$ cat src/rtl/ioctl_loader_pkg.sv
// Shared types for the ioctl download to SDRAM write loader.
package ioctl_loader_pkg;

    localparam int unsigned ADDR_W = 25;
    localparam int unsigned WORD_W = 16;

    typedef logic [ADDR_W-1:0] addr_t;
    typedef logic [WORD_W-1:0] word_t;

    typedef struct packed {
        addr_t addr;
        word_t data;
    } entry_t;

    typedef enum logic [0:0] {
        IDLE = 1'b0,
        REQ  = 1'b1
    } state_t;

    function automatic word_t swap_bytes(input word_t w);
        return {w[7:0], w[15:8]};
    endfunction

endpackage

$ cat src/rtl/loader_fifo.sv
// Small synchronous FIFO of address/data entries; pushes when full and pops
// when empty are ignored.
module loader_fifo
    import ioctl_loader_pkg::*;
#(
    parameter int unsigned DEPTH = 4
) (
    input  logic                   clk,
    input  logic                   rst,
    input  logic                   push,
    input  logic                   pop,
    input  entry_t                 din,
    output entry_t                 dout,
    output logic [$clog2(DEPTH):0] count,
    output logic                   full,
    output logic                   empty
);

    localparam int unsigned AW = $clog2(DEPTH);
    localparam int unsigned CW = AW + 1;

    entry_t        r_mem [DEPTH];
    logic [AW-1:0] r_wr_ptr;
    logic [AW-1:0] r_rd_ptr;
    logic [CW-1:0] r_count;
    logic          w_push;
    logic          w_pop;

    assign w_push = push & ~full;
    assign w_pop  = pop & ~empty;

    always_ff @(posedge clk or posedge rst) begin
        if (rst) begin
            r_mem    <= '{default: '0};
            r_wr_ptr <= '0;
            r_rd_ptr <= '0;
            r_count  <= '0;
        end else begin
            if (w_push) begin
                r_mem[r_wr_ptr] <= din;
                r_wr_ptr        <= r_wr_ptr + AW'(1);
            end
            if (w_pop) begin
                r_rd_ptr <= r_rd_ptr + AW'(1);
            end
            // Simultaneous push and pop leaves the occupancy unchanged.
            case ({w_push, w_pop})
                2'b10:   r_count <= r_count + CW'(1);
                2'b01:   r_count <= r_count - CW'(1);
                default: r_count <= r_count;
            endcase
        end
    end

    assign dout  = r_mem[r_rd_ptr];
    assign count = r_count;
    assign full  = (r_count == CW'(DEPTH));
    assign empty = (r_count == '0);

endmodule

$ cat src/rtl/ioctl_sdram_loader.sv
// Buffers HPS ioctl download words and drains them as SDRAM write requests.
// Define IOCTL_LOADER_CHECKSUM_EN to add a 16-bit checksum of acknowledged words.
module ioctl_sdram_loader
    import ioctl_loader_pkg::*;
#(
    parameter logic [7:0]  INDEX = 8'h00,
    parameter addr_t       BASE  = 25'h0,
    parameter bit          SWAP  = 1'b1,
    parameter int unsigned DEPTH = 4
) (
    input  logic        clk_sys,
    input  logic        reset,
    input  logic        ioctl_download,
    input  logic [7:0]  ioctl_index,
    input  logic        ioctl_wr,
    input  logic [24:0] ioctl_addr,
    input  logic [15:0] ioctl_dout,
    output logic        ioctl_wait,
    output logic        mem_req,
    output logic [24:0] mem_addr,
    output logic [15:0] mem_wdata,
    input  logic        mem_ack,
    output logic        hold,
    output logic        done,
    output logic        overflow
`ifdef IOCTL_LOADER_CHECKSUM_EN
    ,
    output logic [15:0] checksum
`endif
);

    localparam int unsigned CW = $clog2(DEPTH) + 1;

    state_t        r_state;
    state_t        w_state_next;
    logic          r_active;
    logic          r_wait;
    logic          r_hold;
    logic          r_done;
    logic          r_overflow;
    logic          r_mem_req;
    addr_t         r_mem_addr;
    word_t         r_mem_wdata;

    logic          w_active_next;
    logic          w_act_rise;
    logic          w_accept;
    logic          w_push;
    logic          w_drop;
    logic          w_pop;
    logic          w_full;
    logic          w_empty;
    logic [CW-1:0] w_count;
    logic [CW-1:0] w_count_next;
    logic          w_hold_next;
    entry_t        w_fifo_din;
    entry_t        w_fifo_dout;
    logic          w_unused_addr0;

    // Once latched, the session ignores index changes until download falls.
    assign w_active_next = ioctl_download & (r_active | (ioctl_index == INDEX));
    assign w_act_rise    = w_active_next & ~r_active;

    assign w_accept = r_active & ioctl_wr;
    assign w_push   = w_accept & ~w_full;
    assign w_drop   = w_accept & w_full;

    assign w_fifo_din.addr = BASE + {ioctl_addr[24:1], 1'b0};
    assign w_fifo_din.data = SWAP ? swap_bytes(ioctl_dout) : ioctl_dout;
    assign w_unused_addr0  = ioctl_addr[0];

    assign w_count_next = w_count + CW'(w_push) - CW'(w_pop);
    assign w_hold_next  = w_active_next | (w_count_next != '0) | (w_state_next == REQ);

    loader_fifo #(
        .DEPTH (DEPTH)
    ) u_fifo (
        .clk   (clk_sys),
        .rst   (reset),
        .push  (w_push),
        .pop   (w_pop),
        .din   (w_fifo_din),
        .dout  (w_fifo_dout),
        .count (w_count),
        .full  (w_full),
        .empty (w_empty)
    );

    always_ff @(posedge clk_sys or posedge reset) begin
        if (reset) begin
            r_state <= IDLE;
        end else begin
            r_state <= w_state_next;
        end
    end

    // Drain: one request per word, with a mandatory idle cycle after each ack.
    always_comb begin
        w_state_next = r_state;
        w_pop        = 1'b0;
        case (r_state)
            IDLE: begin
                if (!w_empty) begin
                    w_pop        = 1'b1;
                    w_state_next = REQ;
                end
            end
            REQ: begin
                if (mem_ack) begin
                    w_state_next = IDLE;
                end
            end
            default: w_state_next = IDLE;
        endcase
    end

    always_ff @(posedge clk_sys or posedge reset) begin
        if (reset) begin
            r_active    <= 1'b0;
            r_wait      <= 1'b0;
            r_hold      <= 1'b0;
            r_done      <= 1'b0;
            r_overflow  <= 1'b0;
            r_mem_req   <= 1'b0;
            r_mem_addr  <= '0;
            r_mem_wdata <= '0;
        end else begin
            r_active <= w_active_next;
            r_wait   <= (w_count_next >= CW'(DEPTH - 1));
            r_hold   <= w_hold_next;
            r_done   <= r_hold & ~w_hold_next;
            if (w_act_rise) begin
                r_overflow <= 1'b0;
            end else if (w_drop) begin
                r_overflow <= 1'b1;
            end
            r_mem_req <= (w_state_next == REQ);
            if (w_pop) begin
                r_mem_addr  <= w_fifo_dout.addr;
                r_mem_wdata <= w_fifo_dout.data;
            end
        end
    end

`ifdef IOCTL_LOADER_CHECKSUM_EN
    logic [15:0] r_checksum;

    // A new session restarts the sum even if an old word completes that cycle.
    always_ff @(posedge clk_sys or posedge reset) begin
        if (reset) begin
            r_checksum <= '0;
        end else if (w_act_rise) begin
            r_checksum <= '0;
        end else if ((r_state == REQ) && mem_ack) begin
            r_checksum <= r_checksum + r_mem_wdata;
        end
    end

    assign checksum = r_checksum;
`endif

    assign ioctl_wait = r_wait;
    assign hold       = r_hold;
    assign done       = r_done;
    assign overflow   = r_overflow;
    assign mem_req    = r_mem_req;
    assign mem_addr   = r_mem_addr;
    assign mem_wdata  = r_mem_wdata;

endmodule

$ cat config.mk
export PLATFORM = sky130hd
export DESIGN_NAME = ioctl_sdram_loader
export DESIGN_NICKNAME = d
export VERILOG_FILES = /design/src/rtl/ioctl_loader_pkg.sv /design/src/rtl/loader_fifo.sv /design/src/rtl/ioctl_sdram_loader.sv
export SDC_FILE = /design/constraint.sdc
export NUM_CORES = 1
export LEC_CHECK = 0
export CAP_MARGIN = 0
export CELL_PAD_IN_SITES_DETAIL_PLACEMENT = 0
export CELL_PAD_IN_SITES_GLOBAL_PLACEMENT = 2
export CORE_ASPECT_RATIO = 0.9
export CORE_UTILIZATION = 44
export CTS_BUF_LIST = sky130_fd_sc_hd__clkbuf_2 sky130_fd_sc_hd__clkbuf_4 sky130_fd_sc_hd__clkbuf_8
export CTS_CLUSTER_DIAMETER = 120
export DETAILED_ROUTE_END_ITERATION = 8
export PLACE_DENSITY = 0.85
export SETUP_SLACK_MARGIN = 0.5
export SLEW_MARGIN = 40
export SYNTH_ARGS = -nofsm -noshare
export SYNTH_HDL_FRONTEND = slang
export SYNTH_SLANG_ARGS = --single-unit
export TNS_END_PERCENT = 5
$ cat constraint.sdc
create_clock -name clk_sys -period 10.15 [get_ports clk_sys]
set_input_delay 2.5375 -clock clk_sys [delete_from_list [all_inputs] [get_ports clk_sys]]
set_output_delay 2.5375 -clock clk_sys [all_outputs]
set_load 0.02 [all_outputs]
After elaboration in Yosys (flattened, before gate mapping)
Index checks and enable logic that the tools add are counted.
Operators by class
  $add $sub $neg: 6
  $lt $le $gt $ge: 4
  eq/ne operators: 3
  multiplexer cells: 13
  bitwise logic cells: 18
  reductions and logical operators: 6
Operators by type and width (number)
  164-bit bitwise mux: 1
  41-bit 2-to-1 mux: 3
  41-bit binary-select mux with 2-bit select: 1
  41-bit demux with 2-bit select: 1
  1-bit AND: 8
  8-bit zero test: 1
  3-bit greater-or-equal comparator (second input constant): 2
  2-bit inverter with 3-bit output: 2
  3-bit one-hot mux with 2 select lines: 1
  1-bit 2-to-1 mux: 5
  1-bit inverter: 5
  2-bit by 1-bit adder with 2-bit output (second input constant): 2
  2-bit nonzero test: 2
  3-bit by 1-bit adder with 3-bit output: 1
  3-bit by 1-bit adder with 3-bit output (second input constant): 1
  3-bit equality test (second input constant): 1
  3-bit by 2-bit greater-or-equal comparator with 1-bit output (second input constant): 1
  3-bit zero test: 1
  3-bit by 1-bit < comparator with 1-bit output (second input constant): 1
  1-bit bitwise OR: 3
  3-bit nonzero test: 1
  3-bit by 1-bit subtractor with 3-bit output: 1
  3-bit by 1-bit subtractor with 3-bit output (second input constant): 1
  2-bit by 1-bit equality test with 1-bit output (second input constant): 1
  3 further kinds: 3
Storage, ports and cells
  bits in registers: 218
  output and inout bits: 46

Logic depth before layout (Yosys ltp)
Gate-level depths: netlist of run 1.
  depth in word-level cells: 10
  mapped depth: 11
  depth with buffers taken out: 10

Modules after synthesis
From an unflattened synthesis of run 1, not the netlist that was laid out.
Second synthesis, totals
  cell total of the unflattened synthesis: 554
  area total of the unflattened synthesis: 9385.3 um2
Modules (own cells, without submodules)
  loader_fifo: times used 1, cells an instance 436, area an instance 7529.7 um2, seq. area each 4279.1 um2
  ioctl_sdram_loader: times used 1, cells an instance 118, area an instance 1855.5 um2, seq. area each 1176.1 um2

Worst setup path before layout of run 1
Ideal clock, no wire load.
  path kind: input-to-reg
  start: input ioctl_wr
  end: register r_hold (netlist: hold)
  setup time: 0.144 ns
  data arrival time: 4.310 ns
  required time: 10.006 ns
  slack: 5.696 ns
  stages: 8
  path buffers: 0
  cells stage by stage: and3_4 -> inv_1 -> ha_1 -> inv_1 -> ha_1 -> fa_1 -> a2111oi_0 -> o21ai_0
Between the ends
  cells in the longest elaborated chain, start to end: 7
Ends and longest elaborated chain
  from (decl): line ioctl_sdram_loader.sv:15  | input logic ioctl_wr,
  1-bit AND: line ioctl_sdram_loader.sv:64  | assign w_accept = r_active & ioctl_wr;
  1-bit AND: line ioctl_sdram_loader.sv:65  | assign w_push = w_accept & ~w_full;
  3-bit by 1-bit adder with 3-bit output: line ioctl_sdram_loader.sv:72  | assign w_count_next = w_count + CW'(w_push) - CW'(w_pop);
  3-bit by 1-bit subtractor with 3-bit output: line ioctl_sdram_loader.sv:72
  3-bit nonzero test: line ioctl_sdram_loader.sv:73  | assign w_hold_next = w_active_next | (w_count_next != '0) | (w_state_next == REQ);
  1-bit bitwise OR (2 in series): line ioctl_sdram_loader.sv:73
  named net w_hold_next: line ioctl_sdram_loader.sv:55  | logic w_hold_next;
  to (signal assigned): line ioctl_sdram_loader.sv:130  | r_hold <= w_hold_next;
  to (decl): line ioctl_sdram_loader.sv:38  | logic r_hold;
The timed path passes the listed nets, and every way through them passes these cells.
A chain may end at the register's enable or synchronous reset.

Worst setup path in the final report of run 1
Ends and elaborated chain as after synthesis.

==> flow_summary.yaml, run 1 <==
worst_setup_path:
  critPathArrivalTime_ns: 5.45
  cp-end-kind: "flop"
  cp_slowest_stage_delay_ns: 0.75
  rrSetupSlack_ns: 6.68
  crit_slowest_cell: "clkdlybuf4s50_1"
  path_cells: "clkdlybuf4s50_1 -> and3_4 -> inv_1 -> ha_1 -> inv_1 -> ha_1 -> fa_1 -> a2111oi_0 -> o21ai_0"
  startpoint_type: "input port"
  required_ns: 10.52
  cp_max_fo: 6
  crit_type: "in2reg"
timing:
  finalHoldViolations: 0
  setup_violations: 0
  period_needed_ns: 5.07
  clock.fmax_mhz: 197
  skew_ns: 0.0215
  drv_slew: 0
  relSlewSlack_pct: 50.4
  rsz0062_at_grt: "no"
  fin_setup_tns_ns: 0
  fin_crit_sh_pct: 50.0
  tightest_slew_ns: 0.744
drt:
  wl_mm: 18.6
  postRouteAntennaNets: 0
  drc: 0
  drt-initial-drc-count: 178
  viasPerCell: 5.21
  first_pass_iters: 6
  via_count: 5016
  wl_per_cell_microns: 19.3
final_layout:
  num-fill-cells: 1689
  drive_gt1_share_pct: 47.6
  finalInstanceArea_sq_mm: 0.0113
  syn_to_final_growth_pct: 21.2
  fin_nets: 715
  final_common_cell: "dfrtp_1"
  layout_common_cells: "211 x dfrtp_1, 180 x mux2_2, 97 x clkdlybuf4s50_1, 41 x clkbuf_8, 40 x mux4_2"
  antenna-diode-count: 0
cts:
  clock-sinks: 213
  cts_buffers: 36
  ctsHtreeMaxLevel: 2
  holdBufCountCts: 0
  post_cts_resized: 0
  clk_pin_slew_ns: 0.06
  clkLatencyLatePin_ns: 0.52
  clk_path_buf_depth: 3
  post_cts_buffers: 0
  cts_root_buffer: "clkbuf_8"
  cts_tree: "built"
pwr:
  power_density_mw_per_mm2: 190
  p_leak_uw: 0.00555
  vdd_drop_max_mv: 0.103
floorplanning:
  core_area_sq_mm: 0.0208
  rows: 50
  ios: 100
  initial_core_util_pct: 44.9
  dieArea_sq_mm: 0.0218
  die_w_microns: 155
  die_h_microns: 140
grt:
  grt_pass1_wl_mm: 30.7
  gr-total-overflow: 0
  grt_use_total_pct: 18.2
  antenna_found_initial: 0
  grt_pass1_vias: 5759
  grt_max_degree: 132
place:
  portBuffers: 97
  hpwl_mm: 11.5
  place_area_sq_mm: 0.0106
  gp_congestion: 0.718
synth:
  syn_nets: 601
  yosys_most_used_dff: "dfrtp_1"
  synth_area_sq_mm: 0.00933
  ys_ff_latch: 213
  async_flop_share_pct: 100
  yosysUniqueCellTypes: 33
  synthCells: 539
  seq_area_frac_synth_pct: 57.2
  synth_edf_count: 0
  avgSynthCellArea_sq_um: 17.3
  yosysWarnings: 0
flow_run:
  maxCapViolCount: 0
worst_hold_path:
  min_path_type: "reg2reg"
outcome:
  outcome: "complete, no violations"
report_power, final:
| group | leakage (uW) | internal [uW] | switching (uW) | total, uW |
|---|---|---|---|---|
| sequential | 0.00294 | 891 | 68.2 | 960 |
| clock | 0.000377 | 429 | 331 | 760 |
| combinational | 0.00223 | 215 | 208 | 423 |
| total | 0.00555 | 1530 | 608 | 2140 |
kinds of logic after synthesis:
kind of cell	share of synthesized area [%]
other	0.0402
DFF	57.2
buffers and inverters	3.39
adders and majority gates	1.23
and+or+nand+nor	1.74
xor gates and xnor gates	0.845
muxes	34.9
AOI/OAI and AO/OA	0.644
flip-flops by register name (all words and copies together) (netlist names):
signal and cells:
hold 1, mem_req 1, u_fifo.r_mem 160, u_fifo.count 3, ioctl_wait 1, overflow 1, r_active 1, u_fifo.r_wr_ptr 2
u_fifo.r_rd_ptr 2, mem_addr 24, done 1, mem_wdata 16
routing by layer:
metal	vias to the layer above	GRT usage (%)	wire, microns
met5	-	0	0
met4	0	5.73	382
met3	34	4.02	829
met2	97	30.5	9180
met1	2675	23.7	8170
li1	2210	-	-
cell usage after synthesis, drive strengths merged, types with 2 or more instances:
cell	instances	area share (%)
dfrtp	213	57
mux2	201	25
mux4	40	9.7
buf	32	3.0
inv	10	0.40
ha	6	0.80
nand4	4	0.91
xnor2	4	0.38
fa	2	0.43
mux2i	2	0.21
nand2	2	0.081
nor2	2	0.081
nor2b	2	0.13
nor3	2	0.11
nor4	2	0.13
xor2	2	0.19
layout make-up:
class	instances	area (sq um)	area share, %
clock buffers	58	692	6.12
clock inverters	3	20.0	0.177
well taps	286	358	3.17
multi-input cells	284	3690	32.6
flip-flops and latches	213	5330	47.2
repair buffers	108	1160	10.3
inverters	10	50.0	0.443
worst max-delay path, delay by kind of cell:
kind            cells  cell delay [ns]
buf+inv             3             0.88
compound gates      2             0.73
fa+ha+maj           3             1.00
simple gates        1             0.30
path summary, 6_finish.rpt:
check                                start                  to  cells past startpoint
max                               ioctl_wr                hold                      9
min                        u_fifo.r_mem[2]     u_fifo.r_mem[2]                      1
max reg2reg                u_fifo.count[2]                hold                      9
min reg2reg                u_fifo.r_mem[2]     u_fifo.r_mem[2]                      1
max in group asynchronous            reset  u_fifo.r_rd_ptr[0]                      3
min in group asynchronous            reset             mem_req                      2
through the flow:
stage               setup slack, ns  utilization, %  hold WS [ns]  cells  power (uW)
finish                         5.08            54.4         0.501    962        2140
global route                   4.87            54.4         0.512    962        2250
CTS                            5.14            54.4         0.502    962        2180
detailed placement             4.60            51.0         0.489    901        1410
global placement               4.65            50.2         0.469    895        1400
floorplan                      1.79               -         0.459    539        1270
(Power assumes the default switching activity.)
==> run 2: changes to the inputs <==
- CORE_UTILIZATION: 44 -> 39
- PLACE_DENSITY: 0.85 -> 0.8
- clock period: 10.15 -> 4.5 ns (I/O delays scaled with it)
==> run 2 against run 1 <==
Net effect: sequential power is 130% higher; sequential share of layout area is 0.15 points lower; non-clock buffer count stayed put; power is 140% higher; cell area is 0.42% higher; largest power group unchanged; highest routed layer unchanged; core utilization is 5.9 points lower.
==> flow_summary.yaml, run 2 (synthesis gave the netlist of run 1 again) <==
worst_setup_path:
  path_cells: "clkdlybuf4s50_1 -> and3_4 -> inv_1 -> ha_1 -> inv_1 -> ha_1 -> fa_1 -> a2111oi_0 -> o21ai_0"
  crit_type: "in2reg"
  critPathArrivalTime_ns: 3.58
  r2r_cells: 9
  cp_slowest_stage_delay_ns: 0.50
  crit_slowest_cell: "clkdlybuf4s50_1"
  r2r_start: "u_fifo.count[1]"
  r2r_end: "hold"
  startpoint_type: "input port"
  cp-end-kind: "flop"
  worstPathBufferInverterCount: 3
  cp_max_fo: 3
  crit_cells: 9
  rrSetupSlack_ns: 1.37
  path_delay_family: "adder cells"
  required_ns: 4.87
final_layout:
  antenna-diode-count: 0
  num-fill-cells: 1997
  fin_nets: 716
  drive_gt1_share_pct: 47.9
  largest_reg_flops: 160
  layout_common_cells: "211 x dfrtp_1, 180 x mux2_2, 97 x clkdlybuf4s50_1, 51 x clkbuf_8, 40 x mux4_2"
  final_common_cell: "dfrtp_1"
  largest-register: "u_fifo.r_mem"
  syn_to_final_growth_pct: 21.7
cts:
  ctsHtreeMaxLevel: 2
  post_cts_buffers: 0
  holdBufCountCts: 0
  cts_root_buffer: "clkbuf_8"
  clk_pin_slew_ns: 0.06
  clkLatencyLatePin_ns: 0.51
  cts_tree: "built"
  cts_buffers: 37
  clock-sinks: 213
  post_cts_resized: 0
  clk_path_buf_depth: 3
worst_hold_path:
  min_to: "u_fifo.r_mem[42]"
  hold_path.startpoint: "u_fifo.r_mem[42]"
  min_path_type: "reg2reg"
  worstHoldPathCells: 1
timing:
  relSlewSlack_pct: 52.1
  rsz0062_at_grt: "no"
  fin_setup_tns_ns: 0
  clock.fmax_mhz: 312
  finalHoldViolations: 0
  skew_ns: 0.0130
  tightest_slew_ns: 0.718
  period_needed_ns: 3.21
  setup_violations: 0
  drv_slew: 0
  fin_crit_sh_pct: 71.3
grt:
  gr-total-overflow: 0
  grt_use_total_pct: 16.8
  grt_pass1_vias: 5913
  grt_max_degree: 92
  antenna_found_initial: 0
  grt_pass1_wl_mm: 31.5
floorplanning:
  rows: 53
  core_area_sq_mm: 0.0234
  die_h_microns: 149
  die_w_microns: 165
  dieArea_sq_mm: 0.0245
  ios: 100
  initial_core_util_pct: 39.8
drt:
  viasPerCell: 5.14
  via_count: 5047
  drt-initial-drc-count: 170
  first_pass_iters: 4
  postRouteAntennaNets: 0
  wl_per_cell_microns: 19.9
  drt-met1-wl_mm: 8.41
  wl_met3_mm: 1.10
  wl_met2_mm: 9.56
  wl_mm: 19.5
  top_layer: "met4"
  drc: 0
pwr:
  vdd_drop_max_mv: 0.224
  power_density_mw_per_mm2: 444
  p_leak_uw: 0.00555
  finalPower_uw: 5040
place:
  gp_congestion: 0.685
  hpwl_mm: 11.9
  portBuffers: 97
flow_run:
  maxCapViolCount: 0
outcome:
  outcome: "complete, no violations"
run 2: metrics by stage:
step | area, sq um | instances | util, % | worst slack [ns] | hold WS (ns)
global route | 11300 | 982 | 48.5 | 1.09 | 0.513
global placement | 10500 | 917 | 44.9 | 0.761 | 0.468
CTS | 11300 | 982 | 48.5 | 1.27 | 0.502
detailed placement | 10500 | 917 | 45.0 | 0.746 | 0.490
floorplan | 9330 | 539 | - | 0.605 | 0.459
finish | 11300 | 982 | 48.5 | 1.29 | 0.501
run 2: worst max-delay path by stage:
stage | from | to
final | ioctl_wr | hold
after floorplan | reset | done
after detailed placement | ioctl_wr | hold
after global routing | ioctl_wr | hold
after global placement | ioctl_wr | hold
after CTS | ioctl_wr | hold
run 2: per-layer routing:
layer,track usage [%],vias up
met3,4.38,40
met2,28.2,113
li1,-,2223
met1,20.9,2671
met5,0,-
met4,5.55,0
run 2: final cells by class:
class	instances	area (sq um)	area share, %
well taps	302	378	3.33
repair buffers	108	1080	9.50
clock buffers	61	777	6.85
flip-flops and latches	213	5340	47.0
multi-input cells	284	3690	32.5
inverters	10	41.3	0.364
clock inverters	4	50.0	0.441
run 2: report_power, final:
part	total (uW)	switching, uW	internal (uW)
clock network	1910	770	1140
registers	2210	196	2010
logic	911	426	485
total	5040	1390	3640
